<file path="config.mk">
export PLATFORM = sky130hd
export DESIGN_NAME = demux1_n_reg
export DESIGN_NICKNAME = d
export VERILOG_FILES = /design/src/rtl/demux1_n_reg.sv
export SDC_FILE = /design/constraint.sdc
export NUM_CORES = 1
export LEC_CHECK = 0
export ABC_AREA = 0
export CORE_MARGIN = 3
export CORE_UTILIZATION = 25
export CTS_BUF_LIST = sky130_fd_sc_hd__clkbuf_8
export DETAILED_ROUTE_END_ITERATION = 8
export PLACE_DENSITY = 0.53
export SLEW_MARGIN = 20
export SYNTH_ARGS = -nofsm -noshare
export SYNTH_HDL_FRONTEND = slang
export SYNTH_SLANG_ARGS = --single-unit
</file>
<file path="constraint.sdc">
create_clock -name clk -period 3.35 [get_ports clk]
set_input_delay 0.335 -clock clk [delete_from_list [all_inputs] [get_ports clk]]
set_output_delay 0.335 -clock clk [all_outputs]
set_load 0.02 [all_outputs]
</file>
<file path="src/rtl/demux1_n_reg.sv">
// Registered 1-to-N demultiplexer with valid/ready handshake and broadcast.
// Each output channel is a one-entry buffer that can drain and reload in the same cycle.
module demux1_n_reg #(
    parameter int WIDTH = 16,
    parameter int N     = 4,
    parameter int SEL_W = 2
) (
    input  logic               clk,
    input  logic               rst,
    input  logic [WIDTH-1:0]   in_data,
    input  logic               in_valid,
    input  logic [SEL_W-1:0]   in_sel,
    input  logic               in_bcast,
    output logic               in_ready,
    output logic [N*WIDTH-1:0] out_data,
    output logic [N-1:0]       out_valid,
    input  logic [N-1:0]       out_ready,
    output logic               sel_err
);
    // state | meaning
    // EMPTY | channel buffer holds no word, out_valid[k]=0
    // FULL  | channel buffer holds a word waiting for out_ready[k]
    typedef enum logic {EMPTY = 1'b0, FULL = 1'b1} chan_state_t;

    chan_state_t  state [N];
    logic [N-1:0] can_take;
    logic [N-1:0] sel_hit;
    logic [N-1:0] load;
    logic         sel_ok;
    logic         accept;

    always_comb begin
        can_take = '0;
        sel_hit  = '0;
        for (int k = 0; k < N; k++) begin
            can_take[k] = (state[k] == EMPTY) || out_ready[k];
            sel_hit[k]  = (in_sel == SEL_W'(k));
        end
    end

    // An out-of-range select matches no channel, so it is always accepted and dropped.
    assign sel_ok   = |sel_hit;
    assign in_ready = in_bcast ? (&can_take)
                               : (sel_ok ? (|(sel_hit & can_take)) : 1'b1);
    assign accept   = in_valid && in_ready;

    always_comb begin
        load = '0;
        if (accept) begin
            load = in_bcast ? {N{1'b1}} : sel_hit;
        end
    end

    always_ff @(posedge clk or posedge rst) begin
        if (rst) begin
            for (int k = 0; k < N; k++) begin
                state[k] <= EMPTY;
            end
            out_data <= '0;
            sel_err  <= 1'b0;
        end else begin
            for (int k = 0; k < N; k++) begin
                if (load[k]) begin
                    state[k]                   <= FULL;
                    out_data[k*WIDTH +: WIDTH] <= in_data;
                end else if (out_ready[k]) begin
                    state[k] <= EMPTY;
                end
            end
            sel_err <= accept && !in_bcast && !sel_ok;
        end
    end

    always_comb begin
        out_valid = '0;
        for (int k = 0; k < N; k++) begin
            out_valid[k] = (state[k] == FULL);
        end
    end

endmodule

</file>
# Word-level counts from Yosys, hierarchy flattened
# Index checks and enable logic that the tools add are counted.
# Widths: inputs -> output; s select.
# word_totals
regBits	69
inputBits	26
elab_cells	46
# op_classes
n_eq_ne	3
mux	12
bitwise	5
n_reduce_logical	17
# op_table
cell	n
$mux 1	10
$mux 4	2
$reduce_bool 2->1	4
$reduce_or 4->1	2
$and 4x4->4	1
$eq 2x2->1 const B	2
$logic_or 1x1->1	4
$not 1->1	4
$reduce_and 4->1	1
$logic_and 1x1->1	3
$eq 2x1->1 const B	1
$logic_not 1->1	2
$logic_not 2->1	1

# Logic depth before layout (Yosys ltp)
# depth
ltp_word	9
depth_mapped	6
depth_no_buf	4

# Worst setup path after synthesis
# Ideal clock, no wire load.
# synth_path
path_kind	reg2reg
start	register state, in the netlist out_valid[2]
end	register out_data[0]
setup_ns	0.125
arrival_ns	1.767
t_required_ns	3.225
setup_slack_ns	1.458
path_stages_with_launch	6
path_buffers	1
period_less_slack_ns	1.892
path_cell_list	dfrtp_1 > nor2b_1 > nor4_4 > a32oi_4 > buf_6 > mux2_4
# synth_via
elab_chain_len	8
# synth_rtl
item	line	rtl
from (decl)	25	chan_state_t state [N];
from (signal, indexed assignment)	57	state[k] <= EMPTY;
from (signal, indexed assignment)	64	state[k] <= FULL;
from (signal, indexed assignment)	67	state[k] <= EMPTY;
$not 1->1 *	36	can_take[k] = (state[k] == EMPTY) || out_ready[k];
$logic_or 1x1->1 *	36	
$and 4x4->4	44	: (sel_ok ? (|(sel_hit & can_take)) : 1'b1);
$reduce_or 4->1	44	
$mux 1	44	
$mux 1 *	43	assign in_ready = in_bcast ? (&can_take)
$logic_and 1x1->1 *	45	assign accept = in_valid && in_ready;
$mux 4 *	49	if (accept) begin
to (signal, indexed assignment)	65	out_data[k*WIDTH +: WIDTH] <= in_data;
to (decl)	15	output logic [N*WIDTH-1:0] out_data,
# Every way passes the cells marked *; elsewhere a longest branch is shown, timed or not.
# A chain may end at the register's enable or synchronous reset.

# Final worst setup path
# layout_path
start	input port out_ready[1]
end	output port in_ready
# layout_via
elab_chain_len	5
# layout_rtl
item	line	rtl
from (decl)	17	input logic [N-1:0] out_ready,
$logic_or 1x1->1 *	36	
$and 4x4->4	44	
$reduce_or 4->1	44	
$mux 1	44	
$mux 1 *	43	
to (decl)	14	output logic in_ready,
# Marked as above.

==> run metrics <==
status finished clean; Synth Instances 170; Final period util 79.7%; utilization after layout 38.0%; die area 12800 µm²; Root Buffer clkbuf_8; clk_skew 0.00401 ns; placed insts 404; Rel. slew slack 45.6%; clk sinks 69; Area Growth Syn to Fin 46.3%; layout cells sized above 1 32.1%; top-count cell post-synth dfrtp_1; R2R depth 4; Pre-antenna DRT Iters 4; WL/cell 16.3 µm; Critical Path End Type primary output; Synth Flop Type dfrtp_1; max incr delay on CP 0.62 ns; Leak 1.82 nW; grt total ovfl 0; GPL Wtd Cong 0.794; YS warnings 0; post-route setup TNS 0 ns; die width 113 µm; reg2reg end out_data[31]; Yosys top cell area share 60.3%; worst slack, placed 0.673 ns; Pins Over Slew Limit 0; crit path DAT 2.33 ns; total power draw 3.27 mW; DR DRC count 0; syn_nets 196; Worst Path Max Fanout 7; worst r2r src out_valid[3]; Final Hold Vio Count 0; CP top delay family buffers and inverters; fin cells 420; worst hold path type in2async; f_max 375 MHz; initial antenna violation count 0; VDD IR max 319 µV; final worst setup slack 0.681 ns; worst endpoint required time 3.01 ns; # Post-CTS Setup Buffers 0; Ports 96; CP Buf/Inv Count 2; Initial Util 26.0%; post-layout min period 2.67 ns; Rows 38; Setup crit start kind input pin; CTS tree built; worst path cell trace clkdlybuf4s50_1 > nand2b_1 > a41oi_1 > o22ai_1 > clkdlybuf4s50_1; first-pass GRT wire length 11.1 mm; routed wire length 6.86 mm; port bufs 95; library cells used by synthesis 29; Worst-Margin Slew 0.814 ns; number of enable-type register cells in the synthesized netlist 0; # nets final 301; post-CTS sizing 0; Synth Area per Inst 16.9 µm²; Die Y 113 µm; leading area contributor after synthesis dfrtp_1; CORE AREA 11000 µm²; largest net degree at the start of global routing 70; Reg2Reg Setup Slack 1.22 ns; total track usage 11.2%; P per Cell Area 781 nW/µm²; vias in the first global route 1953; RSZ-0062 raised after global routing no; antenna cells 0; clk_lat worst skew 0.33 ns; vias 1762; critical path type in2out; Clock Tree Buf Depth 2; initial DRC count 66; average vias per placed instance 4.20; Synth area leaders dfrtp_1 60%, mux2_4 15%, mux2_2 14%; Max stage delay cell, worst path clkdlybuf4s50_1; sequential share of the synthesized area 60.3%; H-Tree Depth 3; setup violators final 0; max_cap viols 0; CTS buffer count 9; most frequent CP cell clkdlybuf4s50_1; synthesized flop and latch total 69; Detail Placement HPWL 4.56 mm; CTS Hold Bufs 0; area of the mapped netlist 2870 µm²; most instantiated cells after synthesis 69 x dfrtp_1, 35 x mux2_2, 29 x mux2_4; register clock-pin slew on the reported worst setup and hold paths 0.07 ns; Final ANT Viol Nets 0; Post-synth ARST share 100%
## layout make-up
cell class,count,area [µm²]
multi-input combinational,93,1080
timing repair buffer,99,1010
clock buffer,10,138
tap,140,175
sequential,69,1730
clock inverter,6,53.8
inverter,3,11.3
fill,1088,6840
## cells by family after synthesis
| group | count (synthesis) | share of synthesized area, % |
|---|---|---|
| AO/OA/AOI/OAI | 8 | 3.54 |
| other | 1 | 0.131 |
| AND/OR/NAND/NOR | 20 | 4.89 |
| multiplexers | 64 | 29.0 |
| buffers and inverters | 8 | 2.23 |
| flip-flops | 69 | 60.3 |
## per-layer routing
| layer | GRT usage (%) | routed length (µm) |
|---|---|---|
| met3 | 5.08 | 454 |
| met1 | 14.6 | 3140 |
| met4 | 2.88 | 72 |
| met5 | 0 | 0 |
| met2 | 17.0 | 3190 |
## how the worst max path moves through the flow
| stage | slack [ns] | to | cells after the start | start |
|---|---|---|---|---|
| after floorplan | 1.28 | out_data[0] | 1 | rst |
| after global placement | 0.71 | in_ready | 5 | out_ready[1] |
| after detailed placement | 0.67 | in_ready | 5 | out_ready[1] |
| after CTS | 0.66 | in_ready | 5 | out_ready[1] |
| after global routing | 0.55 | in_ready | 5 | out_ready[1] |
| final | 0.68 | in_ready | 5 | out_ready[1] |
## placed cells by master, fill, tap and decap left out, types with 2 or more instances in the layout
master | Yosys | layout
clkdlybuf4s50_1 | 0 | 95
dfrtp_1 | 69 | 69
mux2_2 | 35 | 35
mux2_4 | 29 | 29
clkbuf_8 | 0 | 10
clkinv_2 | 0 | 4
inv_1 | 3 | 3
nand2_1 | 3 | 3
nor2_1 | 3 | 3
nand2b_1 | 2 | 2
nor2b_1 | 2 | 2
buf_4 | 1 | 2
buf_12 | 0 | 2
## where the power goes
group / internal (mW) / switching, mW
sequential: 1.10 / 0.146
combinational: 0.763 / 0.610
clock: 0.356 / 0.304
## worst reg2reg max path, stage by stage (launching register included)
cell     delay [ns]
dfrtp_1        0.34
nor2b_1        0.42
nor4_4         0.15
o21ai_4        0.69
mux2_2         0.41
## sequential cells by signal, indices dropped and copies added (netlist names)
signal and flops:
out_valid 4, out_data 64, sel_err 1
## metrics by stage
stage | instance area, µm² | hold WS, ns
floorplan | 2870 | 0.484
global placement | 4000 | 0.488
detailed placement | 4000 | 0.495
CTS | 4190 | 0.409
global route | 4190 | 0.417
finish | 4190 | 0.403
Note: power is estimated with default switching activity, not from simulation.
